### config.mk
export PLATFORM = sky130hd
export DESIGN_NAME = mult_sequencer
export DESIGN_NICKNAME = d
export VERILOG_FILES = /design/src/rtl/mult_seq_pkg.sv /design/src/rtl/mult_watchdog.sv /design/src/rtl/mult_sequencer.sv
export SDC_FILE = /design/constraint.sdc
export NUM_CORES = 1
export LEC_CHECK = 0
export ABC_CLOCK_PERIOD_IN_PS = 1800
export CORE_MARGIN = 5
export CORE_UTILIZATION = 39
export CTS_CLUSTER_SIZE = 12
export DETAILED_ROUTE_END_ITERATION = 7
export PLACE_DENSITY = 0.76
export SLEW_MARGIN = 25
export SYNTH_ARGS = -nofsm -noshare
export SYNTH_HDL_FRONTEND = slang
export SYNTH_SLANG_ARGS = --single-unit
### constraint.sdc
create_clock -name clock -period 1.8 [get_ports clock]
set_input_delay 0.18 -clock clock [delete_from_list [all_inputs] [get_ports clock]]
set_output_delay 0.18 -clock clock [all_outputs]
set_load 0.01 [all_outputs]
### src/rtl/mult_seq_pkg.sv
// Shared op codes, FSM encoding and defaults for the HI/LO multiply sequencer.
package mult_seq_pkg;

    localparam logic [2:0] OP_NOP  = 3'd0;
    localparam logic [2:0] OP_MULT = 3'd1;
    localparam logic [2:0] OP_MFHI = 3'd2;
    localparam logic [2:0] OP_MFLO = 3'd3;
    localparam logic [2:0] OP_MTHI = 3'd4;
    localparam logic [2:0] OP_MTLO = 3'd5;

    localparam int TIMEOUT_DEFAULT = 40;

    typedef enum logic [1:0] {
        ST_IDLE  = 2'd0,
        ST_ISSUE = 2'd1,
        ST_ARM   = 2'd2,
        ST_BUSY  = 2'd3
    } state_t;

endpackage

### src/rtl/mult_watchdog.sv
// Cycle counter that flags a multiply which has run for TIMEOUT cycles without finishing.
module mult_watchdog #(
    parameter int TIMEOUT = 40
) (
    input  logic clock,
    input  logic reset,
    input  logic clear,
    input  logic enable,
    output logic expire
);
    localparam int CW = $clog2(TIMEOUT) + 1;

    logic [CW-1:0] count;

    // NOTE: registers are updated with <= so every flop samples pre-edge values.
    always_ff @(posedge clock) begin
        if (!reset || clear) begin
            count <= '0;
        end else if (enable) begin
            count <= count + CW'(1);
        end
    end

    assign expire = enable && (count == CW'(TIMEOUT - 1));

endmodule

### src/rtl/mult_sequencer.sv
// Owns HI/LO and drives the shared sequential multiplier through start/fim with a watchdog.
module mult_sequencer
    import mult_seq_pkg::*;
#(
    parameter int WIDTH   = 32,
    parameter int TIMEOUT = TIMEOUT_DEFAULT
) (
    input  logic             clock,
    input  logic             reset,
    input  logic             req_valid,
    input  logic [2:0]       req_op,
    input  logic [WIDTH-1:0] rs_data,
    input  logic [WIDTH-1:0] rt_data,
    output logic             req_ready,
    output logic [WIDTH-1:0] rd_data,
    output logic             busy,
    output logic             error,
    output logic             mul_start,
    output logic [WIDTH-1:0] mul_a,
    output logic [WIDTH-1:0] mul_b,
    output logic             mul_abort,
    input  logic             mul_done,
    input  logic [WIDTH-1:0] mul_hi,
    input  logic [WIDTH-1:0] mul_lo
);
    state_t           state, state_next;
    logic [WIDTH-1:0] hi_reg, lo_reg;
    logic             wd_clear, wd_enable, wd_expire;
    logic             abort_pulse;

    mult_watchdog #(.TIMEOUT(TIMEOUT)) u_watchdog (
        .clock  (clock),
        .reset  (reset),
        .clear  (wd_clear),
        .enable (wd_enable),
        .expire (wd_expire)
    );

    always_ff @(posedge clock) begin
        if (!reset) begin
            state <= ST_IDLE;
        end else begin
            state <= state_next;
        end
    end

    // NOTE: default first so no path through the case leaves a variable unassigned (no latch).
    always_comb begin
        state_next = state;
        case (state)
            ST_IDLE:  if (req_valid && req_op == OP_MULT) state_next = ST_ISSUE;
            ST_ISSUE: state_next = ST_ARM;
            ST_ARM:   state_next = ST_BUSY;
            ST_BUSY:  if (mul_done || wd_expire) state_next = ST_IDLE;
            default:  state_next = ST_IDLE;
        endcase
    end

    always_comb begin
        req_ready   = (state == ST_IDLE) && req_valid;
        busy        = (state != ST_IDLE);
        mul_start   = (state == ST_ISSUE);
        wd_clear    = (state == ST_ARM);
        wd_enable   = (state == ST_BUSY);
        abort_pulse = wd_expire && !mul_done;
        rd_data     = '0;
        if (req_ready) begin
            if (req_op == OP_MFHI) rd_data = hi_reg;
            if (req_op == OP_MFLO) rd_data = lo_reg;
        end
    end

    // A completing multiply wins over an expiring watchdog in the same cycle.
    always_ff @(posedge clock) begin
        if (!reset) begin
            hi_reg <= '0;
            lo_reg <= '0;
            mul_a  <= '0;
            mul_b  <= '0;
            error  <= 1'b0;
        end else begin
            if (req_ready) begin
                case (req_op)
                    OP_MULT: begin
                        mul_a <= rs_data;
                        mul_b <= rt_data;
                    end
                    OP_MTHI: hi_reg <= rs_data;
                    OP_MTLO: lo_reg <= rs_data;
                    default: ;
                endcase
            end
            if (state == ST_BUSY && mul_done) begin
                hi_reg <= mul_hi;
                lo_reg <= mul_lo;
            end
            if (abort_pulse) error <= 1'b1;
        end
    end

    assign mul_abort = !reset || abort_pulse;

endmodule
==> results.json <==
{
  "antenna_cells": 0,
  "synth_area_um2": 5927,
  "numCtsBuffers": 17,
  "status": "finished with violations",
  "total_power_mw": 8.997,
  "drive_above_1_share_pct": 20.47,
  "insertion_delay_ns": 0.41,
  "netlist_instances": 701,
  "cp_data_required_time_ns": 1.62,
  "synthTopCellsByArea": "dfxtp_1 47%, a21oi_1 11%, mux2i_1 11%, nand2_1 8.5%, o21ai_0 5.7%",
  "fmax_mhz": 510.8,
  "p_leak_nw": 3.532,
  "nets": 1106,
  "port_buffers": 235,
  "synth_xor_area_share_pct": 0.5911,
  "slew_headroom_pct": 71.58,
  "die_h_um": 133.3,
  "cts-root-buf": "clkbuf_16",
  "fin_crit_sh_pct": 108.8,
  "setup_viol": 48,
  "violations": "negative setup slack",
  "critPathCaptureType": "primary output",
  "cp_max_fo": 2,
  "rr_endpoint": "hi_reg[18]$_SDFFE_PN0P_",
  "dpl.hpwl_um": 13180,
  "setup_slack_ns": -0.1579,
  "utilization_pct": 67.28,
  "pin_count": 236,
  "rsz0062_at_grt": "true",
  "start_util_pct": 39.43,
  "totalWireLength_um": 21480,
  "syn_area_per_cell_um2": 8.455,
  "synth.net_count": 842,
  "hold_buffers": 0,
  "min_period_ns": 1.958,
  "worstSetupPathType": "reg2out",
  "die_x_um": 133.3,
  "first_pass_iters": 5,
  "tritoncts": "built",
  "antenna_found_initial": 0,
  "die_area_um2": 17760,
  "hp-start": "reset",
  "grt_max_degree": 53,
  "grt_pass1_wl_um": 31380,
  "num_vias": 6067,
  "r2r_cells": 11,
  "synth-simple-area-share_pct": 13.22,
  "finalMaxSlewViolations": 0,
  "hold_viol_final": 0,
  "r2r_slack_ns": -0.11,
  "seq_area_frac_synth_pct": 46.61,
  "skew_ns": 0.008099,
  "num-fill-cells": 1192,
  "cts_max_level": 4,
  "pre_cts_ws_ns": -0.3549,
  "grt_pass1_vias": 5816,
  "cp_data_arrival_time_ns": 1.78,
  "worst_pin_slew_ns": 0.4263,
  "antenna_left": 0,
  "drc": 0,
  "coreArea_um2": 15030,
  "synth_adder_area_share_pct": 1.267,
  "yosys.area.top_type": "dfxtp_1",
  "synth_cell_types": 35,
  "ys_ff_latch": 138,
  "drt_iter0_drc": 403,
  "synth_compound_area_share_pct": 21.62,
  "routed_via_density": 5.208,
  "drv_cap": 0,
  "yosys_warnings": 0,
  "whs_endpoint": "mul_a[8]$_SDFFE_PN0P_",
  "synth_mux_area_share_pct": 10.98,
  "hold_depth": 3,
  "min_path_type": "in2reg",
  "syn_to_final_growth_pct": 70.66,
  "synth_top_area_share_pct": 46.61,
  "ir_worst_vdd_mv": 0.6579,
  "timing.rr.start": "state[0]$_SDFFE_PN0P_",
  "track_usage_pct": 22.31,
  "synth_top_family_by_area": "compound AO/OA/AOI/OAI gates",
  "routabilityCongestion": 0.8158,
  "p_per_area_nw_per_um2": 889.5,
  "worstSetupStartpointType": "flop",
  "cts_sinks": 138,
  "grt_remaining_overflow": 0,
  "clk_pin_slew_ns": 0.06,
  "rows": 45,
  "wl_per_cell_um": 18.44,
  "clockBufferDepth": 2
}
-- worst max-delay path, stage by stage, from the launching register on --
cell	delay (ns)
dfxtp_2	0.33
ha_2	0.19
nand4_2	0.11
or4_4	0.44
o21ai_2	0.14
buf_2	0.16
-- layer usage --
metal,GRT usage (%),wire (µm),vias up
li1,-,-,2963
met1,27.30,9044,2854
met2,38.32,10570,210
met3,5.891,1362,40
met4,7.200,500,0
met5,0,0,-
-- layout make-up --
| type | instances | area, µm² | area share, % |
|---|---|---|---|
| flip-flops and latches | 138 | 2768 | 27.36 |
| repair buffers | 304 | 3342 | 33.04 |
| clock buffers | 24 | 481.7 | 4.762 |
| multi-input cells | 499 | 3173 | 31.37 |
| inverters | 5 | 23.77 | 0.2350 |
| clock inverters | 7 | 91.34 | 0.9030 |
| well taps | 188 | 235.2 | 2.326 |
-- logic make-up (layout without fill, tap and decap cells) --
kind of cell / count (synthesis) / count (layout)
AOI/OAI and AO/OA: 235 / 235
xor gates and xnor gates: 4 / 4
adders and majority gates: 6 / 6
buffers and inverters: 64 / 340
DFF: 138 / 138
muxes: 65 / 65
and+or+nand+nor: 189 / 189
-- placed cells by master (no fill, tap or decap), types with 6 or more instances in the layout --
| cell type | Yosys | final |
|---|---|---|
| buf_6 | 1 | 34 |
| mux2i_1 | 65 | 60 |
| dfxtp_1 | 138 | 134 |
| buf_4 | 5 | 27 |
| buf_16 | 0 | 7 |
| o21ai_0 | 67 | 66 |
| clkbuf_16 | 0 | 21 |
| buf_12 | 3 | 18 |
| a22oi_1 | 32 | 23 |
| a21oi_1 | 131 | 130 |
| nor2_1 | 39 | 11 |
| nor2_2 | 0 | 6 |
| a22oi_2 | 0 | 9 |
| clkdlybuf4s50_1 | 0 | 195 |
| nor2_4 | 1 | 23 |
| buf_2 | 19 | 12 |
| nand2_1 | 134 | 131 |
-- what timing repair did --
| item | CTS | global route |
|---|---|---|
| pin swaps | 57 | 41 |
| endpoints found under the setup margin | 100 | 98 |
| buffers inserted | 10 | 9 |
| cloned | 10 | 5 |
| resized for setup | 208 | 86 |
-- stage by stage --
stage / hold WS, ns / setup TNS (ns) / cells / instance area (µm²)
finish: 0.2682 / -3.084 / 1165 / 10110
global route: 0.2840 / -9.155 / 1165 / 10110
CTS: 0.2636 / -3.356 / 1157 / 9672
detailed placement: 0.4457 / -17.16 / 1106 / 8682
global placement: 0.4409 / -14.19 / 1106 / 8682
floorplan: 0.3160 / 0 / 701 / 5927
-- synthesized netlist by cell type --
library cell,number
or4_1,1
nor2_4,1
a41o_1,1
nand2b_1,2
nor2_1,39
o21a_1,1
buf_6,1
nand3b_2,1
a22oi_1,32
o21ai_0,67
buf_2,19
buf_12,3
buf_4,5
xor2_1,3
and4bb_2,1
ha_1,6
or3_1,2
o41ai_2,1
a21oi_1,131
xnor2_1,1
and3b_1,1
nand2_1,134
nor2b_1,1
nor3b_1,1
buf_1,1
nor3b_2,1
a211oi_1,1
inv_1,5
mux2i_1,65
and2_1,1
dfxtp_1,138
a311oi_1,1
clkbuf_1,30
nand4_2,1
nand4_1,2
-- power breakdown --
| group | total, mW | switching, mW | internal [mW] |
|---|---|---|---|
| clock network | 3.39 | 1.25 | 2.14 |
| logic | 2.26 | 1.04 | 1.23 |
| registers | 3.34 | 0.101 | 3.24 |
-- worst max path at each step --
stage / from / endpoint / slack (ns) / cells after the start
CTS: u_watchdog.count[0]$_SDFFE_PP0N_ / mul_abort / -0.19 / 5
global route: state[0]$_SDFFE_PN0P_ / mul_abort / -0.23 / 5
global placement: req_op[1] / rd_data[16] / -0.31 / 6
floorplan: state[0]$_SDFFE_PN0P_ / mul_abort / 0.17 / 5
detailed placement: req_op[1] / rd_data[27] / -0.35 / 6
finish: u_watchdog.count[0]$_SDFFE_PP0N_ / mul_abort / -0.16 / 5
Power figures use the tool's default switching activity.
